$ cat config.mk
export PLATFORM = sky130hd
export DESIGN_NAME = multicycle_controller
export DESIGN_NICKNAME = d
export VERILOG_FILES = /design/src/rtl/multicycle_controller.sv
export SDC_FILE = /design/constraint.sdc
export NUM_CORES = 1
export LEC_CHECK = 0
export CAP_MARGIN = 10
export CORE_MARGIN = 3
export CORE_UTILIZATION = 48
export DETAILED_ROUTE_END_ITERATION = 7
export MAX_ROUTING_LAYER = met4
export PLACE_DENSITY = 0.81
export SLEW_MARGIN = 25
export SYNTH_ARGS = -nofsm -noshare
export SYNTH_HDL_FRONTEND = slang
export SYNTH_SLANG_ARGS = --single-unit
export TNS_END_PERCENT = 50
$ cat constraint.sdc
create_clock -name clk -period 2 [get_ports clk]
set_input_delay 0.3 -clock clk [delete_from_list [all_inputs] [get_ports clk]]
set_output_delay 0.3 -clock clk [all_outputs]
set_load 0.02 [all_outputs]
$ cat src/rtl/multicycle_controller.sv
// multicycle_controller: main control FSM for the multi-cycle RISC-V core.
// Walks each instruction through FETCH/DECODE/EXEC/MEM/WB, handshakes with
// the instruction and data memories, and parks in a sticky TRAP state on an
// illegal opcode or a memory that never answers.
module multicycle_controller #(
    parameter int MEM_TIMEOUT = 16,   // max wait cycles on imem/dmem; 0 disables
    parameter bit SUPPORT_JAL = 1'b1  // 0: JAL decodes as illegal
) (
    input  logic       clk,
    input  logic       reset,         // synchronous, active-low
    input  logic [6:0] Opcode,
    input  logic       imem_ready,
    input  logic       dmem_ready,
    output logic       imem_req,
    output logic       IRWrite,
    output logic       PCWrite,
    output logic       ALUSrc,
    output logic [1:0] ALUOp,
    output logic       Branch,
    output logic       Jump,
    output logic       MemRead,
    output logic       MemWrite,
    output logic       MemtoReg,
    output logic       RegWrite,
    output logic       trap
);

    localparam logic [6:0] OP_R   = 7'b0110011;
    localparam logic [6:0] OP_I   = 7'b0010011;
    localparam logic [6:0] OP_LW  = 7'b0000011;
    localparam logic [6:0] OP_SW  = 7'b0100011;
    localparam logic [6:0] OP_BR  = 7'b1100011;
    localparam logic [6:0] OP_LUI = 7'b0110111;
    localparam logic [6:0] OP_JAL = 7'b1101111;

    // Counter only has to reach MEM_TIMEOUT-1: the trap fires on the cycle
    // that would make it MEM_TIMEOUT.
    localparam int CNT_W = (MEM_TIMEOUT > 1) ? $clog2(MEM_TIMEOUT + 1) : 1;
    localparam int LIMIT = (MEM_TIMEOUT > 0) ? MEM_TIMEOUT - 1 : 0;

    typedef enum logic [2:0] {
        S_FETCH, S_DECODE, S_EXEC, S_MEM, S_WB, S_TRAP
    } state_t;

    typedef enum logic [2:0] {
        C_R, C_I, C_LW, C_SW, C_BR, C_LUI, C_JAL, C_ILL
    } cls_t;

    typedef struct packed {
        logic       imem_req;
        logic       ir_write;
        logic       pc_write;
        logic       alu_src;
        logic [1:0] alu_op;
        logic       branch;
        logic       jump;
        logic       mem_read;
        logic       mem_write;
        logic       mem_to_reg;
        logic       reg_write;
        logic       trap;
    } ctrl_t;

    function automatic cls_t classify(input logic [6:0] op);
        case (op)
            OP_R:    classify = C_R;
            OP_I:    classify = C_I;
            OP_LW:   classify = C_LW;
            OP_SW:   classify = C_SW;
            OP_BR:   classify = C_BR;
            OP_LUI:  classify = C_LUI;
            OP_JAL:  classify = SUPPORT_JAL ? C_JAL : C_ILL;
            default: classify = C_ILL;
        endcase
    endfunction

    state_t           state, nxt;
    logic [6:0]       op_q;
    logic [CNT_W-1:0] wait_cnt, wait_cnt_nxt;
    cls_t             cls_q, cls_live;
    logic             timeout;
    logic             alu_src_q;
    logic [1:0]       alu_op_q;
    ctrl_t            ctrl;

    assign cls_q    = classify(op_q);
    assign cls_live = classify(Opcode);
    assign timeout  = (MEM_TIMEOUT != 0) && (wait_cnt == CNT_W'(LIMIT));

    // State, latched opcode and wait counter.
    always_ff @(posedge clk) begin
        if (!reset) begin
            state    <= S_FETCH;
            op_q     <= '0;
            wait_cnt <= '0;
        end else begin
            state    <= nxt;
            wait_cnt <= wait_cnt_nxt;
            if (state == S_DECODE)
                op_q <= Opcode;
        end
    end

    // Next-state selection; a ready on the limit cycle beats the timeout.
    always_comb begin
        nxt = state;
        case (state)
            S_FETCH: begin
                if (imem_ready)   nxt = S_DECODE;
                else if (timeout) nxt = S_TRAP;
            end
            S_DECODE: nxt = (cls_live == C_ILL) ? S_TRAP : S_EXEC;
            S_EXEC: begin
                case (cls_q)
                    C_BR:       nxt = S_FETCH;
                    C_LW, C_SW: nxt = S_MEM;
                    default:    nxt = S_WB;
                endcase
            end
            S_MEM: begin
                if (dmem_ready)   nxt = (cls_q == C_LW) ? S_WB : S_FETCH;
                else if (timeout) nxt = S_TRAP;
            end
            S_WB:    nxt = S_FETCH;
            S_TRAP:  nxt = S_TRAP;
            default: nxt = S_FETCH;
        endcase
    end

    // Wait counter counts only stalled FETCH/MEM cycles; any state change
    // (including entry to FETCH/MEM) leaves it at zero.
    always_comb begin
        wait_cnt_nxt = '0;
        if (((state == S_FETCH) && !imem_ready && (nxt == S_FETCH)) ||
            ((state == S_MEM)   && !dmem_ready && (nxt == S_MEM)))
            wait_cnt_nxt = wait_cnt + CNT_W'(1);
    end

    // ALU operand/operation for the latched instruction class.
    always_comb begin
        alu_src_q = 1'b0;
        alu_op_q  = 2'b00;
        case (cls_q)
            C_R:        begin alu_src_q = 1'b0; alu_op_q = 2'b10; end
            C_I:        begin alu_src_q = 1'b1; alu_op_q = 2'b10; end
            C_LW, C_SW: begin alu_src_q = 1'b1; alu_op_q = 2'b00; end
            C_BR:       begin alu_src_q = 1'b0; alu_op_q = 2'b01; end
            C_LUI:      begin alu_src_q = 1'b1; alu_op_q = 2'b11; end
            C_JAL:      begin alu_src_q = 1'b1; alu_op_q = 2'b00; end
            default:    begin alu_src_q = 1'b0; alu_op_q = 2'b00; end
        endcase
    end

    // Datapath strobes per state, from the latched opcode only.
    always_comb begin
        ctrl = '0;
        case (state)
            S_FETCH: begin
                ctrl.imem_req = 1'b1;
                ctrl.ir_write = imem_ready;
                ctrl.pc_write = imem_ready;
            end
            S_EXEC: begin
                ctrl.alu_src = alu_src_q;
                ctrl.alu_op  = alu_op_q;
                ctrl.branch  = (cls_q == C_BR);
                ctrl.jump    = (cls_q == C_JAL);
            end
            S_MEM: begin
                ctrl.alu_src   = 1'b1;
                ctrl.alu_op    = 2'b00;
                ctrl.mem_read  = (cls_q == C_LW);
                ctrl.mem_write = (cls_q == C_SW);
            end
            S_WB: begin
                ctrl.alu_src    = alu_src_q;
                ctrl.alu_op     = alu_op_q;
                ctrl.reg_write  = 1'b1;
                ctrl.mem_to_reg = (cls_q == C_LW);
            end
            S_TRAP:  ctrl.trap = 1'b1;
            default: ctrl = '0;
        endcase
    end

    // Reset silences every strobe at once, even mid-instruction.
    ctrl_t ctrl_o;
    assign ctrl_o = reset ? ctrl : '0;

    assign imem_req = ctrl_o.imem_req;
    assign IRWrite  = ctrl_o.ir_write;
    assign PCWrite  = ctrl_o.pc_write;
    assign ALUSrc   = ctrl_o.alu_src;
    assign ALUOp    = ctrl_o.alu_op;
    assign Branch   = ctrl_o.branch;
    assign Jump     = ctrl_o.jump;
    assign MemRead  = ctrl_o.mem_read;
    assign MemWrite = ctrl_o.mem_write;
    assign MemtoReg = ctrl_o.mem_to_reg;
    assign RegWrite = ctrl_o.reg_write;
    assign trap     = ctrl_o.trap;

endmodule

==> key figures <==
Clocking
  • Latest clock arrival within the worst-skew pair: 290 ps
  • Total CTS buffers: 3
  • Longest Clk Path Bufs: 2
  • Clock Tree Root: clkbuf_4
  • Hold Buf Count CTS: 0
  • Clock Sinks: 15
  • Clk slew on worst S/H paths: roughly 90 ps
  • CTS tree: yes
  • H-tree depth: 1

Logic synthesis
  • Simple logic cell fraction of the synthesized area: 38.85%
  • Post-Syn Nets: about 140
  • Post-synth top cells: nor2_1 (18), dfxtp_1 (15), nand2_1 (10), nor2b_1 (10), mux2i_1 (7)
  • Top FF cell, synth: dfxtp_1
  • Register area share after synthesis: roughly 30%
  • Synth unique cells: 41
  • Top cell type's share of synthesized area: 29.89%
  • Mux share of post-synthesis cell area: roughly 7.0%
  • EDFF count, synth: 0
  • Largest cells by area after synthesis: dfxtp_1 (30%), mux2i_1 (7.0%), nor2_1 (6.7%)
  • Post-synthesis cell count: approximately 130
  • XOR/XNOR share of the synthesized area: under 10%
  • Synthesized flop and latch total: 15
  • YS warnings: 0
  • Count leader, synth: nor2_1
  • Post-synth ARST share: 0%
  • Synth area leader: dfxtp_1
  • Adder-cell area share of the yosys netlist: 2.491%
  • Synth Area in Compound Gates: 14.69%
  • Syn avg cell area: between 8 and 9 um^2
  • Post-Syn Area: ~0.0010 mm^2
  • Largest family of logic cells by synthesized area: simple AND/OR/NAND/NOR gates

Floorplan
  • # rows: 15
  • Initial Util: 54.63%
  • Core area: about 0.0018 mm^2
  • Die area: about 0.0027 mm^2
  • Io pins: 24
  • Die Y: roughly 52 um
  • Die width: about 52 um

Job
  • Max-cap viol count: 0

Setup path
  • Startpoint Class: flop
  • Worst EP required: between 1500 and 2000 ps
  • Worst-path fanout max: 5
  • Crit path kind: flop to output pin
  • Arrival @ worst endpoint: between 1500 and 2000 ps
  • Crit. End Element: output pin

Detailed routing
  • DRT Pass-1 Iters: 4
  • Drt total wl: approximately 2800 um
  • DR vias/cell: ~5.5
  • DR vias: between 1k and 1.5k
  • Wirelength per Cell: around 14 um
  • DRC violations left: 0
  • Initial DRC Count: 19
  • Detail Route Antenna Nets: 0

Status
  • Status: complete, no violations

STA
  • Final setup vio count: 0
  • Max Slew Vio Count: 0
  • RSZ-0062 raised after global routing: yes
  • Slew @ Worst Pin: 382.8 ps
  • Final min period: around 2000 ps
  • Crit share post-route: between 90% and 100%
  • Final Hold Viols: 0
  • Max Fclk: 0.5126 GHz
  • Final Skew: approximately 1.9 ps
  • Worst rel slew slack: approximately 74%
  • Post-route setup slack: ~49 ps

Power
  • Leak: ~0.61 nW
  • VDD IR max: ~0.00058 V
  • Reg power frac: a little over two fifths
  • Sw Pwr: around 0.27 mW
  • Pwr dens: approximately 550 mW/mm^2
  • Logic gate share of total power: between 30% and 40%
  • Clock power frac: around 22%
  • Sw Share: 32.62%
  • Power Internal: roughly 0.55 mW

Placement
  • Post-DP HPWL: about 2100 um
  • Placement Setup Slack: -345.4 ps
  • IO buf count: 23
  • Placer congestion estimate: 0.8939

Global routing
  • First-pass GRT wire length: 4678 um
  • Total grt overflow: 0
  • All-Layer GR Usage: about a quarter
  • Initial antenna violation count: 0
  • Largest net degree at the start of global routing: 13
  • Vias in the first global route: 1,112

Cells and area
  • Area grow syn2layout: 45.95%
  • Final core utilization: between 70 and 80%
  • Fillers: 136
  • Fin nets: between 150 and 200
  • Multi-input gate area: around 680 um^2
  • Register Area: between 300 and 400 um^2
  • Antenna Cells: 0
  • Layout cell share with drive strength beyond 1: about a third

Worst hold path
  • Hold crit path type: flop to flop
[worst max-delay path: stages (launching register included)]
cell and delay, ps:
dfxtp_4 380, buf_4 150, nand2b_1 170, o22ai_1 120, a31oi_1 100, o31ai_1 220, buf_2 210
[flip-flops by register name, summed over array words and instances, names as in the netlist]
signal    cells
op_q          7
state         3
wait_cnt      5
[timing repair]
| item | in CTS | in global routing |
|---|---|---|
| endpoints found under the setup margin | 13 | 11 |
| pin swaps | 0 | 3 |
| gates resized for setup | 41 | 19 |
| gates cloned | 0 | 0 |
| setup buffers | 0 | 0 |
[cells by family after synthesis]
kind of cell / Yosys count
adders and majority gates: 2
AOI/OAI and AO/OA: 20
and+or+nand+nor: 69
buffers and inverters: 10
xor gates and xnor gates: 2
muxes: 7
DFF: 15
[final cells by class]
cell class / count / area share [%]
Timing Repair Buffer: 53 / 28.16
Tap cell: 25 / 2.133
Sequential cell: 15 / 20.99
Clock inverter: 1 / 0.3413
Inverter: 2 / 0.5119
Clock buffer: 3 / 1.536
Multi-Input combinational cell: 100 / 46.33
[path summary, 6_finish.rpt]
| check | slack (ps) | endpoint | cells after the start | start |
|---|---|---|---|---|
| worst max-delay path | 50 | ALUSrc | 6 | op_q[6] |
| worst min-delay path | 470 | wait_cnt[0] | 1 | wait_cnt[0] |
| worst max register to register | 330 | state[0] | 6 | wait_cnt[0] |
| worst min register to register | 470 | wait_cnt[0] | 1 | wait_cnt[0] |
[power by group through the flow]
stage	sequential [mW]	combinational, mW	clock (mW)
5_1_grt	0.350	0.312	0.192
2_1_floorplan	0.343	0.164	0
4_1_cts	0.345	0.279	0.181
6_report	0.346	0.287	0.181
3_3_place_gp	0.350	0.269	0
3_5_place_dp	0.351	0.279	0
[metal layers]
metal  track usage [%]  share of wire [%]
met1             24.25                 43
met3             3.152                5.3
met2             43.22                 50
met5                 -                  0
met4             12.23                1.6
[metrics by stage]
step	area [um^2]	std cells	setup TNS [ps]	total power [mW]	hold WS (ps)
floorplan	1010	125	0	0.5063	417.9
global placement	1450	195	-1982	0.6188	428.6
detailed placement	1450	195	-2587	0.6305	454.7
CTS	1468	199	-5.205	0.8049	469.5
global route	1466	199	-61.25	0.8529	493.6
finish	1466	199	0	0.8137	465.9
[placed cells by master (no fill, tap or decap), drive strengths merged, types with 2 or more instances in the layout]
cell type       n
inv             2
and2            2
dfxtp          15
ha              2
nand2b          6
nor4            3
buf            38
o31ai           3
nor3b           3
nand3b          2
clkbuf          6
mux2i           7
nor2           18
nand3           4
nand2          10
a21oi           5
nor3            4
or3             2
o21ai           3
nor2b          10
clkdlybuf4s50   9
Note: power is estimated with default switching activity, not from simulation.
